### src/rtl/riscv_fetch_unit.sv
// riscv_fetch_unit: owns the PC, issues in-order word fetches to instruction
// memory, buffers responses in a small FIFO and hands {instr, pc} to decode.
// Redirects flush the FIFO and mark in-flight responses stale.
// Optional build macro: RISCV_FETCH_MISALIGN_CHECK_EN (misaligned-target trap).
module riscv_fetch_unit #(
    parameter int unsigned       ADDR_W     = 32,
    parameter logic [ADDR_W-1:0] RESET_PC   = '0,
    parameter int unsigned       FIFO_DEPTH = 2
) (
    input  logic              clk,
    input  logic              rst,
    output logic              imem_req_valid,
    input  logic              imem_req_ready,
    output logic [ADDR_W-1:0] imem_req_addr,
    input  logic              imem_rsp_valid,
    input  logic [31:0]       imem_rsp_data,
    output logic              out_valid,
    input  logic              out_ready,
    output logic [31:0]       out_instr,
    output logic [ADDR_W-1:0] out_pc,
    output logic              out_misaligned,
    input  logic              redirect_valid,
    input  logic [ADDR_W-1:0] redirect_pc
);
    localparam int unsigned PTR_W = (FIFO_DEPTH > 1) ? $clog2(FIFO_DEPTH) : 1;
    localparam int unsigned CNT_W = $clog2(FIFO_DEPTH + 1);
    localparam int unsigned SUM_W = CNT_W + 2;
    localparam logic [31:0] NOP   = 32'h0000_0013;

    typedef enum logic [1:0] {RUN, TRAP, HALT} state_t;

    state_t            state;
    logic [ADDR_W-1:0] req_pc;
    logic [ADDR_W-1:0] rsp_pc;
    logic [CNT_W-1:0]  outstanding;
    logic [CNT_W-1:0]  stale;
    logic [CNT_W-1:0]  fifo_count;
    logic [PTR_W-1:0]  rd_ptr;
    logic [PTR_W-1:0]  wr_ptr;
    logic [31:0]       instr_mem [FIFO_DEPTH];
    logic [ADDR_W-1:0] pc_mem    [FIFO_DEPTH];

    logic              req_fire;
    logic              rsp_live;
    logic              rsp_drop;
    logic              fifo_push;
    logic              fifo_pop;
    logic              fifo_empty;
    logic              redirect_drop;
    logic [SUM_W-1:0]  credit_used;
    logic [ADDR_W-1:0] redirect_tgt;

`ifdef RISCV_FETCH_MISALIGN_CHECK_EN
    logic [ADDR_W-1:0] trap_pc;
    logic              trap_show;
    logic              trap_pop;
    logic              redirect_misaligned;

    assign redirect_misaligned = redirect_pc[1:0] != 2'b00;
    assign trap_show           = (state == TRAP) && (stale == '0);
    assign trap_pop            = trap_show && out_ready && !redirect_valid;
`else
    logic unused_redirect_lsbs;
    assign unused_redirect_lsbs = ^redirect_pc[1:0];
`endif

    // Fetch addresses stay word-aligned; a misaligned target is carried separately for the trap entry.
    assign redirect_tgt = {redirect_pc[ADDR_W-1:2], 2'b00};

    // Every request and every live or stale response holds a FIFO slot, so no response can overflow.
    assign credit_used    = SUM_W'(outstanding) + SUM_W'(stale) + SUM_W'(fifo_count);
    assign imem_req_valid = !rst && (state == RUN) && !redirect_valid
                            && (credit_used < SUM_W'(FIFO_DEPTH));
    assign imem_req_addr  = req_pc;

    assign req_fire      = imem_req_valid && imem_req_ready;
    assign rsp_drop      = imem_rsp_valid && (stale != '0);
    assign rsp_live      = imem_rsp_valid && (stale == '0);
    assign fifo_push     = rsp_live && !redirect_valid;
    assign fifo_empty    = fifo_count == '0;
    assign fifo_pop      = !fifo_empty && out_ready && !redirect_valid;
    assign redirect_drop = imem_rsp_valid && ((stale != '0) || (outstanding != '0));

    // Decode-facing view: FIFO head, or the trap marker once stale responses have drained.
    always_comb begin
        out_valid      = !fifo_empty;
        out_instr      = '0;
        out_pc         = '0;
        out_misaligned = 1'b0;
        if (!fifo_empty) begin
            out_instr = instr_mem[rd_ptr];
            out_pc    = pc_mem[rd_ptr];
        end
`ifdef RISCV_FETCH_MISALIGN_CHECK_EN
        if (trap_show) begin
            out_valid      = 1'b1;
            out_instr      = NOP;
            out_pc         = trap_pc;
            out_misaligned = 1'b1;
        end
`endif
    end

    // FIFO storage; contents are only observed through the count-qualified head.
    always_ff @(posedge clk) begin
        if (fifo_push) begin
            instr_mem[wr_ptr] <= imem_rsp_data;
            pc_mem[wr_ptr]    <= rsp_pc;
        end
    end

    // PCs, credit counters, FIFO pointers and fetch state; redirect overrides all other updates.
    always_ff @(posedge clk or posedge rst) begin
        if (rst) begin
            state       <= RUN;
            req_pc      <= RESET_PC;
            rsp_pc      <= RESET_PC;
            outstanding <= '0;
            stale       <= '0;
            fifo_count  <= '0;
            rd_ptr      <= '0;
            wr_ptr      <= '0;
`ifdef RISCV_FETCH_MISALIGN_CHECK_EN
            trap_pc     <= '0;
`endif
        end else if (redirect_valid) begin
            req_pc      <= redirect_tgt;
            rsp_pc      <= redirect_tgt;
            stale       <= stale + outstanding - CNT_W'(redirect_drop);
            outstanding <= '0;
            fifo_count  <= '0;
            rd_ptr      <= '0;
            wr_ptr      <= '0;
`ifdef RISCV_FETCH_MISALIGN_CHECK_EN
            trap_pc     <= redirect_pc;
            state       <= redirect_misaligned ? TRAP : RUN;
`endif
        end else begin
            if (req_fire) begin
                req_pc <= req_pc + ADDR_W'(4);
            end
            if (fifo_push) begin
                rsp_pc <= rsp_pc + ADDR_W'(4);
                wr_ptr <= wr_ptr + PTR_W'(1);
            end
            if (fifo_pop) begin
                rd_ptr <= rd_ptr + PTR_W'(1);
            end
            if (rsp_drop) begin
                stale <= stale - CNT_W'(1);
            end
            outstanding <= outstanding + CNT_W'(req_fire) - CNT_W'(rsp_live);
            fifo_count  <= fifo_count + CNT_W'(fifo_push) - CNT_W'(fifo_pop);
`ifdef RISCV_FETCH_MISALIGN_CHECK_EN
            if (trap_pop) begin
                state <= HALT;
            end
`endif
        end
    end
endmodule

### config.mk
export PLATFORM = sky130hd
export DESIGN_NAME = riscv_fetch_unit
export DESIGN_NICKNAME = d
export VERILOG_FILES = /design/src/rtl/riscv_fetch_unit.sv
export SDC_FILE = /design/constraint.sdc
export NUM_CORES = 1
export LEC_CHECK = 0
export ABC_CLOCK_PERIOD_IN_PS = 9720
export CORE_ASPECT_RATIO = 1.1
export CORE_MARGIN = 10
export CORE_UTILIZATION = 55
export CTS_BUF_LIST = sky130_fd_sc_hd__clkbuf_8 sky130_fd_sc_hd__clkbuf_16
export DETAILED_ROUTE_END_ITERATION = 10
export PLACE_DENSITY = 0.85
export SLEW_MARGIN = 20
export SYNTH_ARGS = -nofsm -noshare
export SYNTH_HDL_FRONTEND = slang
export SYNTH_SLANG_ARGS = --single-unit
### constraint.sdc
create_clock -name clk -period 9.72 [get_ports clk]
set_input_delay 1.944 -clock clk [delete_from_list [all_inputs] [get_ports clk]]
set_output_delay 1.944 -clock clk [all_outputs]
set_load 0.1 [all_outputs]
# Yosys cells after proc, flatten, opt, wreduce, memory -nomap -nowiden
# Memories as Yosys holds them, arrays and structs flattened.
# Cells that the tools add are included.
[totals]
register_bits = 72
ramBits = 128
input_bits = 70
output_inout_bits = 99
elab_cells = 62
n_memories = 2
[op_classes]
n_addsub = 13
order_cmp = 1
muxes = 16
n_reduce_logical = 23
[mem_list]
columns = ["name", "depth", "width", "rd", "rd_ports_with_merged_regs", "wr", "line", "text"]
rows = [
  ["instr_mem", 2, 32, 1, 0, 1, "40", "logic [31:0] instr_mem [FIFO_DEPTH];"],
  ["pc_mem", 2, 32, 1, 0, 1, "41", "logic [ADDR_W-1:0] pc_mem [FIFO_DEPTH];"],
]
[ops]
columns = ["op", "n"]
rows = [
  ["$mux W32", 6],
  ["$add A32 B3 Y32 const B", 2],
  ["$reduce_bool A2 Y1", 6],
  ["$logic_and A1 B1 Y1", 10],
  ["$mux W2", 4],
  ["$logic_not A2 Y1", 3],
  ["$mux W1", 6],
  ["$sub A2 B1 Y2", 3],
  ["$add A2 B1 Y2", 2],
  ["$add A3 B2 Y4", 1],
  ["$lt A4 B2 Y1 const B", 1],
  ["$add A2 B2 Y3", 1],
  ["$logic_not A1 Y1", 3],
  ["$add A1 B1 Y1 const B", 2],
  ["$add A2 B2 Y2", 1],
  ["$sub A2 B1 Y2 const B", 1],
  ["$logic_or A1 B1 Y1", 1],
]

# Logic depth before layout (Yosys ltp)
# Gate-level depths: netlist of run 1.
[depth]
ltp_word = 8
mapped_depth = 10
depth_no_buf = 10

# Worst setup path before layout of run 1
# OpenSTA, ideal clock, no wires.
[synth_timing]
path_type = "input port to flip-flop"
startpoint = "in redirect_valid"
endpoint = "mem instr_mem[0][0] (enable)"
setup_time_ps = 482
arrival_time_ps = 5203
required_ps = 9238
setup_slack_ps = 4035
path_stages = 5
path_buffers = 2
cell_sequence = "buf_2 clkinv_1 clkbuf_1 nand2_1 nor2_1"
[synth_between]
elab_chain_cells = 4
[synth_rtl]
columns = ["item", "line", "text"]
rows = [
  ["start: declaration", "22", "input logic redirect_valid,"],
  ["$logic_not A1 Y1", "79", "assign fifo_push = rsp_live && !redirect_valid;"],
  ["$logic_and A1 B1 Y1", "79", ""],
  ["$mux W1", "106", "if (fifo_push) begin"],
  ["$mux W1 (not written as such)", "107", "instr_mem[wr_ptr] <= imem_rsp_data;"],
  ["end: declaration", "40", ""],
]
# Every way passes these cells.

# Worst setup path after layout of run 1
[layout_timing]
startpoint = "reg rd_ptr"
endpoint = "out out_pc[23]"
[layout_between]
elab_chain_cells = 2
[layout_rtl]
columns = ["item", "line", "text"]
rows = [
  ["start: declaration", "38", "logic [PTR_W-1:0] rd_ptr;"],
  ["start signal: assignment", "147", "rd_ptr <= rd_ptr + PTR_W'(1);"],
  ["$mem_v2 Z2 W32", "--", ""],
  ["$mux W32", "90", "if (!fifo_empty) begin"],
  ["end: declaration", "20", "output logic [ADDR_W-1:0] out_pc,"],
]
# Every way passes these cells.

==> results of run 1 <==
## layer usage
layer	part of all wire [%]	vias up
li1	-	2564
met4	2.7	0
met2	50	241
met3	8.7	56
met1	38	2611
met5	0	-
## stage by stage
step           hold slack, ns  instance area, um^2
2_1_floorplan           0.458                 8090
5_1_grt                 0.538                10400
3_3_place_gp            0.493                 9820
4_1_cts                 0.516                10400
3_5_place_dp            0.497                 9820
6_report                0.510                10400
## worst max path at each step
stage | start | to | slack [ns] | cells past startpoint
final | rd_ptr | out_pc[23] | 4.65 | 3
after global routing | rd_ptr | out_pc[17] | 4.50 | 3
after CTS | rd_ptr | out_pc[23] | 4.60 | 3
after detailed placement | rd_ptr | out_pc[23] | 5.07 | 3
after global placement | rd_ptr | out_pc[21] | 5.10 | 3
after floorplan | redirect_valid | instr_mem[0][0] | 4.03 | 5
## worst max-delay path, stage by stage (launching register included)
cell	delay, ns
dfrtp_4	1.13
mux2i_1	0.17
nor2_1	0.17
clkdlybuf4s50_1	1.18
## cell families after synthesis
logic type	Yosys count	synth area share [%]
multiplexers	66	8.23
flip-flops	192	67.2
AO/OA/AOI/OAI	68	5.29
AND/OR/NAND/NOR	201	11.7
adder cells (fa/ha/maj)	8	1.24
buffers and inverters	79	4.11
other	1	0.0465
XOR/XNOR	20	2.17
## power breakdown
part	switching, mW	leakage (nW)	internal [mW]	total [mW]
registers	0.0715	1.95	0.946	1.02
logic	0.670	1.55	0.228	0.898
clock network	0.288	0.285	0.403	0.691
## cell type report
cell class / instances / area [um^2] / share of cell area [%]
multi-input cells: 369 / 2350 / 22.6
well taps: 192 / 240 / 2.31
repair buffers: 165 / 1630 / 15.7
flip-flops and latches: 192 / 5430 / 52.1
clock buffers: 17 / 425 / 4.08
clock inverters: 15 / 171 / 1.65
inverters: 45 / 169 / 1.62
## synthesized netlist by cell type (all sizes together) (2+ instances only)
cell / number / area, um^2
dfrtp: 68 / 1700
inv: 44 / 165
nor3: 7 / 35.0
mux2: 3 / 33.8
clkbuf: 13 / 48.8
o211ai: 8 / 60.1
nand4: 14 / 109
edfxtp: 124 / 3720
or2: 2 / 12.5
or3: 6 / 48.8
nor4: 5 / 31.3
a41o: 4 / 40.0
xnor2: 15 / 131
nor2: 83 / 312
a311o: 2 / 20.0
ha: 8 / 100
or4: 3 / 22.5
nor2b: 2 / 12.5
xor2: 5 / 43.8
mux2i: 63 / 631
o21ai: 41 / 205
nand2: 44 / 165
nand3: 23 / 115
buf: 21 / 114
a211o: 3 / 26.3
and3: 6 / 37.5
a31oi: 2 / 12.5
## registers in the layout (all words and copies together) (netlist names)
| register | cells |
|---|---|
| fifo_count | 2 |
| imem_req_addr | 30 |
| instr_mem | 64 |
| outstanding | 2 |
| pc_mem | 60 |
| rd_ptr | 1 |
| rsp_pc | 30 |
| stale | 2 |
| wr_ptr | 1 |
==> flow_summary.json, run 1 <==
{
  "finalSetupTns_ns": 0,
  "instances_no_fill": 995,
  "floorplan.initialDensity_pct": 56.1,
  "leakage_nw": 3.79,
  "reg2reg_from": "stale[0]",
  "wirelength_mm": 18.5,
  "fmax_ghz": 0.197,
  "p_per_area_nw_per_um2": 250,
  "drt_iter0_markers": 678,
  "slew_headroom_pct": 27.6,
  "synthCells": 635,
  "antenna_cells": 0,
  "hold_end": "imem_req_addr[31]",
  "worst_r2r_path_depth": 7,
  "drv_slew": 0,
  "tightest_slew_ns": 1.09,
  "required_ns": 7.78,
  "status": "complete, no violations",
  "postCtsSetupRepairBufs": 0,
  "ant_nets": 0,
  "clock_path_buffers": 2,
  "finalPower_mw": 2.61,
  "vias": 5472,
  "clock_sinks": 192,
  "grt_util_met3_pct": 5.73,
  "avgViaCountPerCell": 5.50,
  "cts_hold_buf": 0,
  "coreArea_um2": 14400,
  "final_cell_mix": "clkdlybuf4s50_1 (158), edfxtp_1 (124), nor2_1 (81), dfrtp_1 (67), mux2i_1 (63)",
  "ioPinCount": 169,
  "grt_pass1_vias": 5779,
  "final_nets": 868,
  "rsz0062_at_grt": "false",
  "crit_fanout": 63,
  "grt_max_degree": 101,
  "grt_pass1_wl_mm": 29.6,
  "die_w_um": 136,
  "cts_buffers": 17,
  "final-hold-violation-count": 0,
  "root_buffer": "clkbuf_16",
  "cap_viol_max_count": 0,
  "ys_seq_area_share_pct": 67.2,
  "die_h_um": 147,
  "cp-start-kind": "flip-flop",
  "worst_ep_arrival_time_ns": 3.12,
  "end_kind": "output port",
  "dp_cells": 963,
  "drc_errors": 0,
  "yosys_warnings": 2,
  "synth_cell_types": 51,
  "die_area_um2": 19900,
  "fin_ws_ns": 4.65,
  "clkSlewWorstSetupHoldPaths_ns": 0.07,
  "finalCriticalPeriod_ns": 5.07,
  "gr-usage-met2_pct": 31.7,
  "gp_congestion": 0.849,
  "async_reset_ff_share_pct": 35.4,
  "peakVddDrop_v": 0.000124,
  "ff2ff_setup_slack_ns": 6.95,
  "wl_per_cell_um": 18.6,
  "hp-class": "reg -> reg",
  "min_from": "imem_req_addr[31]",
  "gr-usage-met1_pct": 21.7,
  "synth_edf_count": 124,
  "setup_viol": 0,
  "dr.pass1.iters": 5,
  "syn_area_um2": 8070,
  "n_fill_cell": 944,
  "yosys_most_used_dff": "edfxtp_1",
  "rows": 46,
  "path_class": "reg -> out",
  "io_buffer_count": 159,
  "ys_seq_elements": 192,
  "top_usage_layer": "met2",
  "final_common_cell": "clkdlybuf4s50_1",
  "clk_latency_ns": 0.42,
  "track_usage_pct": 18.8,
  "antenna_found_initial": 0,
  "holdPathStages": 1,
  "final_util_pct": 72.4,
  "syn_avg_cell_area_um2": 12.7,
  "fin_skew_ns": 0.00888,
  "post-place-ws_ns": 5.07,
  "h-tree-depth": 4,
  "min_period_over_period_pct": 52.1,
  "syn_to_final_growth_pct": 29.0,
  "r2r_end": "instr_mem[0][10]",
  "grt-ovfl-total": 0,
  "drive_gt1_share_pct": 6.60,
  "cts_tree": "built",
  "place_hpwl_mm": 12.5,
  "ctsResizeCount": 0
}
Note: power is estimated with default switching activity, not from simulation.
==> inputs of run 2 (changes only) <==
- ABC_CLOCK_PERIOD_IN_PS: 9720 -> 4100
- CORE_UTILIZATION: 55 -> 46
- PLACE_DENSITY: 0.85 -> 0.76
- clock period: 9.72 -> 4.1 ns (I/O delays scaled with it)
==> run 2 against run 1 <==
Net effect:
- global-route usage down 2.8 points
- sequential power rose by 140%
- highest routed layer unchanged
- hold slack better by 0.0085 ns
- combinational power grew 130%
- count of clock-buffer cells in the layout rose by 1
- critical path depth did not move
==> flow_summary.json, run 2 (synthesis gave the netlist of run 1 again) <==
{
  "status": "complete, no violations",
  "worst_r2r_path_depth": 7,
  "crit_chain": "mux2i_1 -> nor2_1 -> buf_4",
  "io_buffer_count": 159,
  "crit_family": "flip-flops",
  "cap_viol_max_count": 0,
  "slew_headroom_pct": 26.3,
  "grt_pass1_wl_mm": 29.8,
  "die_w_um": 146,
  "slowest_delay_ns": 1.15,
  "slowest_stage": "dfrtp_4",
  "cts_tree": "built",
  "p_per_area_nw_per_um2": 601,
  "rows": 50,
  "startpoint": "rd_ptr",
  "clkSlewWorstSetupHoldPaths_ns": 0.07,
  "drt_iter0_markers": 501,
  "clock_sinks": 192,
  "drive_gt1_share_pct": 14.7,
  "grt-ovfl-total": 0,
  "regMostFlops": "instr_mem",
  "drc_errors": 0,
  "vias": 5455,
  "die_h_um": 159,
  "antenna_cells": 0,
  "cp_num_buf_inv": 1,
  "root_buffer": "clkbuf_16",
  "cp_num_cells": 3,
  "place_hpwl_mm": 12.9,
  "h-tree-depth": 4,
  "final-hold-violation-count": 0,
  "dr.pass1.iters": 5,
  "floorplan.initialDensity_pct": 47.1,
  "antenna_found_initial": 0,
  "largest_register_ffs": 64,
  "cts_hold_buf": 0,
  "drv_slew": 0,
  "n_fill_cell": 1347,
  "r2r_end": "pc_mem[0][13]",
  "gp_congestion": 0.898,
  "wirelength_mm": 18.8,
  "min_period_over_period_pct": 76.5,
  "clk_latency_ns": 0.43,
  "ff2ff_setup_slack_ns": 1.62,
  "path_class": "reg -> out",
  "end_kind": "output port",
  "final_common_cell": "edfxtp_1",
  "final_nets": 870,
  "fmax_ghz": 0.319,
  "fin_skew_ns": 0.0137,
  "grt_max_degree": 100,
  "cp-start-kind": "flip-flop",
  "tightest_slew_ns": 1.11,
  "setup_viol": 0,
  "cp-endpoint": "out_instr[10]",
  "die_area_um2": 23300,
  "reg2reg_from": "stale[0]",
  "grt_pass1_vias": 5558,
  "worst_ep_arrival_time_ns": 2.31,
  "required_ns": 3.28,
  "crit_fanout": 63,
  "ant_nets": 0,
  "finalSetupTns_ns": 0,
  "largestRegisters": "instr_mem x64, pc_mem x60",
  "clock_path_buffers": 2,
  "postCtsSetupRepairBufs": 0,
  "leakage_nw": 3.94,
  "avgViaCountPerCell": 5.25,
  "cts_buffers": 17,
  "track_usage_pct": 16.0,
  "syn_to_final_growth_pct": 28.8,
  "coreArea_um2": 17100,
  "hp-class": "reg -> reg",
  "finalPower_mw": 6.25,
  "ctsResizeCount": 0,
  "wl_per_cell_um": 18.1,
  "rsz0062_at_grt": "false",
  "ioPinCount": 169,
  "peakVddDrop_v": 0.000311,
  "final_cell_mix": "edfxtp_1 (124), clkdlybuf4s50_1 (96), nor2_1 (81), dfrtp_1 (67), buf_4 (67)",
  "finalCriticalPeriod_ns": 3.13
}
## run 2: cell types whose count changed in the layout (fill, tap and decap cells not counted), sizes merged
cell           previous run  this run
clkbuf                   17        18
bufinv                    3         4
buf                       7        71
clkinv                    6         4
clkdlybuf4s50           158        96
## run 2: final cells by class
| class | count | area, um^2 | area share [%] |
|---|---|---|---|
| well taps | 234 | 293 | 2.82 |
| flip-flops and latches | 192 | 5430 | 52.2 |
| clock inverters | 14 | 189 | 1.82 |
| inverters | 45 | 169 | 1.62 |
| clock buffers | 18 | 439 | 4.22 |
| repair buffers | 167 | 1530 | 14.7 |
| multi-input cells | 369 | 2350 | 22.6 |
## run 2: layer usage
| layer | part of all wire [%] | GRT usage, % | vias up |
|---|---|---|---|
| li1 | - | - | 2564 |
| met1 | 42 | 19.6 | 2626 |
| met2 | 49 | 25.9 | 234 |
| met3 | 7.1 | 5.08 | 31 |
| met4 | 2.4 | 6.10 | 0 |
| met5 | 0 | 0 | - |
## run 2: worst min-delay path by stage
stage | start | end | slack [ns] | cells after the start
3_5_place_dp | imem_req_addr[31] | imem_req_addr[31] | 0.50 | 1
2_1_floorplan | rsp_pc[31] | pc_mem[0][31] | 0.46 | 0
3_3_place_gp | imem_req_addr[22] | imem_req_addr[22] | 0.49 | 1
6_report | imem_req_addr[31] | imem_req_addr[31] | 0.52 | 1
4_1_cts | imem_req_addr[31] | imem_req_addr[31] | 0.52 | 1
5_1_grt | imem_req_addr[30] | imem_req_addr[30] | 0.55 | 1
## run 2: metrics by stage
| stage | area (um^2) | hold WS (ns) | utilization (%) | std cells | worst slack, ns |
|---|---|---|---|---|---|
| 2_1_floorplan | 8090 | 0.458 | - | 640 | 0.567 |
| 3_3_place_gp | 9770 | 0.494 | 57.0 | 1007 | 0.979 |
| 3_5_place_dp | 9770 | 0.499 | 57.0 | 1007 | 0.913 |
| 4_1_cts | 10400 | 0.520 | 60.7 | 1039 | 0.936 |
| 5_1_grt | 10400 | 0.552 | 60.7 | 1039 | 0.813 |
| 6_report | 10400 | 0.519 | 60.7 | 1039 | 0.965 |
## run 2: worst register-to-register path, stage by stage, from the launching register on
cell and delay [ns]:
dfrtp_1 0.36, inv_1 0.14, ha_1 0.27, nand2_1 0.18, inv_2 0.21, nand2_1 0.15
nor2_4 0.58, buf_12 0.27
## run 2: report_power, final
group	internal (mW)	switching (mW)	leakage [nW]
registers	2.24	0.169	1.95
clock network	1.04	0.704	0.298
logic	0.510	1.59	1.69
